$ cat src/rtl/ssq_sched_pkg.sv
// Shared types and sizes for the slave-select queue sequencer.
package ssq_sched_pkg;
   localparam int QUEUE_DEPTH = 16;
   localparam int ADDR_W      = 8;
   localparam int LEVEL_W     = 5;

   typedef enum logic [2:0] {
      IDLE  = 3'd0,
      POP   = 3'd1,
      LATCH = 3'd2,
      SETUP = 3'd3,
      START = 3'd4,
      XFER  = 3'd5,
      HOLD  = 3'd6,
      GAP   = 3'd7
   } state_t;
endpackage

$ cat src/rtl/ss_decoder.sv
// Slave address plus enable to active-low one-hot select (combinational).
module ss_decoder
   import ssq_sched_pkg::*;
#(
   parameter int NUM_SLAVES = 8
) (
   input  logic [ADDR_W-1:0]     cur_addr,
   input  logic                  en,
   output logic [NUM_SLAVES-1:0] ss_n
);
   localparam int SEL_W = $clog2(NUM_SLAVES);
   localparam logic [ADDR_W-1:0] SEL_MASK = ADDR_W'((1 << SEL_W) - 1);

   // Addresses wrap on the select width; for non-power-of-2 counts the
   // unused codes match no line, leaving every select high.
   logic [ADDR_W-1:0] idx;
   assign idx = cur_addr & SEL_MASK;

   for (genvar i = 0; i < NUM_SLAVES; i++) begin : g_sel
      assign ss_n[i] = ~(en && (idx == ADDR_W'(i)));
   end
endmodule

$ cat src/rtl/ssq_scheduler.sv
// Slave-select queue sequencer: pushes requests into the SSQ, pops them in order and frames
// each SPI transfer with ss_n. Define SSQ_SCHED_RANGE_CHECK_EN to drop out-of-range requests.
module ssq_scheduler
   import ssq_sched_pkg::*;
#(
   parameter int NUM_SLAVES   = 8,
   parameter int SETUP_CYCLES = 2,
   parameter int HOLD_CYCLES  = 2,
   parameter int GAP_CYCLES   = 4
) (
   input  logic                  clk,
   input  logic                  resetn,
   input  logic                  req_valid,
   input  logic [ADDR_W-1:0]     req_addr,
   output logic                  req_ready,
   output logic                  req_err,
   output logic                  ssq_wr_en,
   output logic [ADDR_W-1:0]     ssq_wr_addr,
   output logic                  ssq_rd_en,
   input  logic [ADDR_W-1:0]     ssq_rd_addr,
   output logic                  spi_start,
   input  logic                  spi_done,
   output logic [NUM_SLAVES-1:0] ss_n,
   output logic                  busy,
   output logic [LEVEL_W-1:0]    level
);
   state_t                  state, state_nxt;
   logic [7:0]              cnt;
   logic [ADDR_W-1:0]       cur_addr, cur_addr_nxt;
   logic                    hs, push, pop, sel_en;
   logic [NUM_SLAVES-1:0]   ss_n_nxt;

   assign req_ready = (level < LEVEL_W'(QUEUE_DEPTH));
   assign hs        = req_valid && req_ready;

`ifdef SSQ_SCHED_RANGE_CHECK_EN
   logic in_range;
   assign in_range = ({1'b0, req_addr} < 9'(NUM_SLAVES));
   assign push     = hs && in_range;

   always_ff @(posedge clk or negedge resetn) begin
      if (!resetn) req_err <= 1'b0;
      else         req_err <= hs && !in_range;
   end
`else
   assign push    = hs;
   assign req_err = 1'b0;
`endif

   // A push in the same cycle always defers the pop, so the SSQ never
   // sees a read and write together.
   always_comb begin
      state_nxt = state;
      case (state)
         IDLE:    if (level != '0 && !push) state_nxt = POP;
         POP:     state_nxt = LATCH;
         LATCH:   state_nxt = SETUP;
         SETUP:   if (cnt == 8'(SETUP_CYCLES - 1)) state_nxt = START;
         START:   state_nxt = XFER;
         XFER:    if (spi_done) state_nxt = HOLD;
         HOLD:    if (cnt == 8'(HOLD_CYCLES - 1)) state_nxt = GAP;
         GAP:     if (cnt == 8'(GAP_CYCLES - 1)) state_nxt = IDLE;
         default: state_nxt = IDLE;
      endcase
   end

   assign pop          = (state == IDLE) && (state_nxt == POP);
   assign cur_addr_nxt = (state == LATCH) ? ssq_rd_addr : cur_addr;
   assign sel_en       = (state_nxt == SETUP) || (state_nxt == START) ||
                         (state_nxt == XFER)  || (state_nxt == HOLD);

   // Decode from the next address/state so ss_n falls on the edge entering SETUP.
   ss_decoder #(.NUM_SLAVES(NUM_SLAVES)) u_dec (
      .cur_addr (cur_addr_nxt),
      .en       (sel_en),
      .ss_n     (ss_n_nxt)
   );

   always_ff @(posedge clk or negedge resetn) begin
      if (!resetn) begin
         state       <= IDLE;
         cnt         <= '0;
         cur_addr    <= '0;
         ss_n        <= '1;
         spi_start   <= 1'b0;
         ssq_rd_en   <= 1'b0;
         ssq_wr_en   <= 1'b0;
         ssq_wr_addr <= '0;
         busy        <= 1'b0;
         level       <= '0;
      end else begin
         state     <= state_nxt;
         cnt       <= (state_nxt != state) ? 8'd0 : cnt + 8'd1;
         cur_addr  <= cur_addr_nxt;
         ss_n      <= ss_n_nxt;
         spi_start <= (state_nxt == START);
         ssq_rd_en <= pop;
         busy      <= (state_nxt != IDLE);
         ssq_wr_en <= push;
         if (push) ssq_wr_addr <= req_addr;
         if (push)     level <= level + LEVEL_W'(1);
         else if (pop) level <= level - LEVEL_W'(1);
      end
   end
endmodule

$ cat config.mk
export PLATFORM = sky130hd
export DESIGN_NAME = ssq_scheduler
export DESIGN_NICKNAME = d
export VERILOG_FILES = /design/src/rtl/ssq_sched_pkg.sv /design/src/rtl/ss_decoder.sv /design/src/rtl/ssq_scheduler.sv
export SDC_FILE = /design/constraint.sdc
export NUM_CORES = 1
export LEC_CHECK = 0
export ABC_AREA = 1
export BUFFER_PORTS_ARGS = -buffer_cell sky130_fd_sc_hd__buf_2
export CELL_PAD_IN_SITES_DETAIL_PLACEMENT = 0
export CELL_PAD_IN_SITES_GLOBAL_PLACEMENT = 1
export CORE_ASPECT_RATIO = 0.5
export CORE_MARGIN = 10
export CORE_UTILIZATION = 35
export CTS_CLUSTER_SIZE = 14
export DETAILED_ROUTE_END_ITERATION = 6
export GPL_TIMING_DRIVEN = 0
export PLACE_DENSITY = 0.77
export SYNTH_ARGS = -nofsm -noshare
export SYNTH_HDL_FRONTEND = slang
export SYNTH_SLANG_ARGS = --single-unit
$ cat constraint.sdc
create_clock -name clk -period 4.4 [get_ports clk]
set_clock_uncertainty 0.1 [all_clocks]
set_input_delay 0.44 -clock clk [delete_from_list [all_inputs] [get_ports clk]]
set_output_delay 0.44 -clock clk [all_outputs]
set_load 0.02 [all_outputs]
==> impl_results.md <==
* Status: finished, final reports clean
* Top post-synthesis cells by count: 69 x nand2_1, 31 x dfrtp_1, 25 x nor2_1
* Met2 routed WL at 2.04 mm
* H-tree levels at 2
* Net Switching at 0.797 mW
* Final setup viols at 0
* WL/cell at 12.2 um
* Maximum VDD drop at 0.244 mV
* Die X-Extent at 124 um
* Clk Latency, worst-skew pair at 0.29 ns
* Core ar. at 5070 um^2
* DRT Pass-1 Iters at 4
* Dominant synthesized flop cell: dfrtp_1
* Post-CTS resize count at 0
* CP Cell Sequence: nor2_2 -> inv_1 -> buf_6 -> fa_1 -> nand3_1 -> nand2_1 -> xor2_1 -> nand2_1 -> nand2_1
* CP dominant cell by count: nand2_1
* Switching Fraction at 0.468
* Critical path endpoint category: flip-flop
* Tcrit/Tclk final at 0.502
* Crit path buf inv count at 2
* Post-CTS setup buffer count at 0
* Detailed Place HPWL at 3.07 mm
* Metal3 WL at 205 um
* Power Internal at 0.907 mW
* # nets final at 286
* Mapped Cells at 213
* Pwr Total at 1.70 mW
* Die height at 71.9 um
* Number of global-route vias before repair at 1482
* DRC Markers at 0
* Largest family of logic cells by synthesized area: simple AND/OR/NAND/NOR gates
* Syn nets at 239
* Synth-to-Final Area Change at 19.6%
* Filler cell count at 529
* Post-synthesis adder-cell area fraction at 0.0438
* Antenna Cells at 0
* Vias per inst at 4.34
* Cell with the most instances after synthesis: nand2_1
* Max-slew headroom at 0.410
* Total grt overflow at 0
* Highest metal used: met4
* Synth warnings at 0
* Register area share after synthesis at 0.523
* Slowest cell on crit path: dfrtp_1
* Required time worst endpoint at 4.48 ns
* Initial Util at 0.372
* F_max at 453 MHz
* Synth top area share at 0.412
* RSZ-0062 raised after global routing: no
* Hold crit path type: in2async
* Setup TNS at 0 ns
* Synth area leader: dfrtp_1
* PwrDens at 756 nW/um^2
* Worst-Margin Slew at 0.886 ns
* Clock power share at 0.136
* Leakage dissipation at 1.18 nW
* GPL Wtd Cong at 0.793
* TritonCTS clock tree: yes
* Synth unique cells at 25
* Largest net degree at the start of global routing at 40
* Cell Area, Synth at 1880 um^2
* Post-CTS Hold Fix Bufs at 0
* IO buf count at 40
* First-pass GRT wire length at 6.91 mm
* Top cells by area, synth: dfrtp_1 41%, nand2_1 14%, dfstp_2 11%, nor2_1 5.0%, inv_1 4.6%
* Num CTS Buffers at 5
* Crit path largest cell delay at 0.42 ns
* Clk slew on worst S/H paths at 0.07 ns
* DRT met1 WL at 1.75 mm
* Worst-path maximum fanout at 13
* Die Area at 8900 um^2
* WP data arrival at 2.29 ns
* Fin crit period at 2.21 ns
* Critical setup path kind: reg2reg
* Gate power share at 0.509
* CP delay by family, top: simple AND/OR/NAND/NOR gates
* EDFF count, synth at 0
* Xor/xnor share of the synthesized area at 0.0418
* Compound-Gate Fraction of Synth Area at 0.0246
* Post-Route WL at 4.04 mm
* Clock Tree Buf Depth at 2
* Vias after detailed routing at 1436
* Clk sinks at 39
* Initial antenna violation count at 0
* Initial drt markers at 54
* Fin. max-slew vios at 0
* Synth Register Bits at 39
* Share of layout cells above drive strength 1 at 0.291
* CP startpoint kind: flip-flop
* Final Hold Viols at 0
* Clock root buffer: clkbuf_8
* Total track usage at 0.0961
* Final ANT Viol Nets at 0
* Post-synthesis simple-gate area fraction at 0.307
* Flop pwr share at 0.355
* Max cap viols at 0
* Post-synthesis mux area share at 0
* I/O pins at 47
* Rows at 18
* Ys async rst share at 1.00
* Avg Inst Size Synth at 8.85 um^2
sequential cells by signal, summed over array words and instances, names as in the netlist:
name,cells
ssq_wr_en,1
state,3
busy,1
ssq_rd_en,1
ssq_wr_addr,8
cnt,8
spi_start,1
ss_n,8
level,5
cur_addr,3
metrics by stage:
step / std cells / setup slack, ns / utilization / hold WS [ns] / instance area [um^2]
4_1_cts: 331 / 2.13 / 0.445 / 0.191 / 2250
3_3_place_gp: 323 / 2.03 / 0.429 / 0.353 / 2170
6_report: 331 / 2.19 / 0.445 / 0.168 / 2250
5_1_grt: 331 / 1.95 / 0.445 / 0.238 / 2250
2_1_floorplan: 213 / 2.33 / - / 0.0444 / 1880
3_5_place_dp: 323 / 2.01 / 0.429 / 0.358 / 2170
cells by family after synthesis:
family          count (synthesis)
flops                          39
other cells                     1
simple gates                  125
fa+ha+maj                       6
xor+xnor                        9
buf+inv                        26
compound gates                  7
power by group through the flow:
stage	registers (mW)	clock network, mW	logic [mW]
3_5_place_dp	0.611	0	0.883
4_1_cts	0.606	0.241	0.886
6_report	0.605	0.231	0.868
2_1_floorplan	0.712	0	0.534
3_3_place_gp	0.607	0	0.864
5_1_grt	0.626	0.256	0.984
final cells by class:
cell class              count  area [um^2]  area share
plain buffers               2         18.8     0.00833
clock buffers               7         76.3      0.0339
clock inverters             1         5.00     0.00222
inverters                  24         90.1      0.0400
multi-input cells         148          790       0.350
flip-flops and latches     39          986       0.438
well taps                  70         87.6      0.0389
repair buffers             40          200      0.0888
routing by layer:
metal  up-vias  track usage
met5         -            0
met4         0       0.0347
met3         5       0.0352
met2        22        0.166
met1       664        0.107
li1        745            -
worst paths after layout:
kind,end,startpoint,depth (start not counted),slack (ns)
worst max-delay path,level[4],level[4],9,2.19
worst min-delay path,ssq_wr_addr[2],resetn,1,0.17
max in group asynchronous,cnt[5],resetn,1,3.48
min in group clk,ssq_wr_addr[4],req_addr[4],3,0.25
worst min register to register,ssq_wr_addr[6],ssq_wr_addr[6],2,0.37
worst max register to register,level[4],level[4],9,2.19
cells in the final DEF (no fill, tap or decap), drive strengths merged:
cell type	n
nand2	74
nor3	1
o21ai	3
nand3b	2
a21oi	4
dfrtp	31
clkbuf	7
xor2	7
inv	24
dfstp	8
buf	42
conb	1
nand4	1
xnor2	2
fa	1
clkinv	1
nor2	31
nand3	16
ha	5
Power figures use the tool's default switching activity.
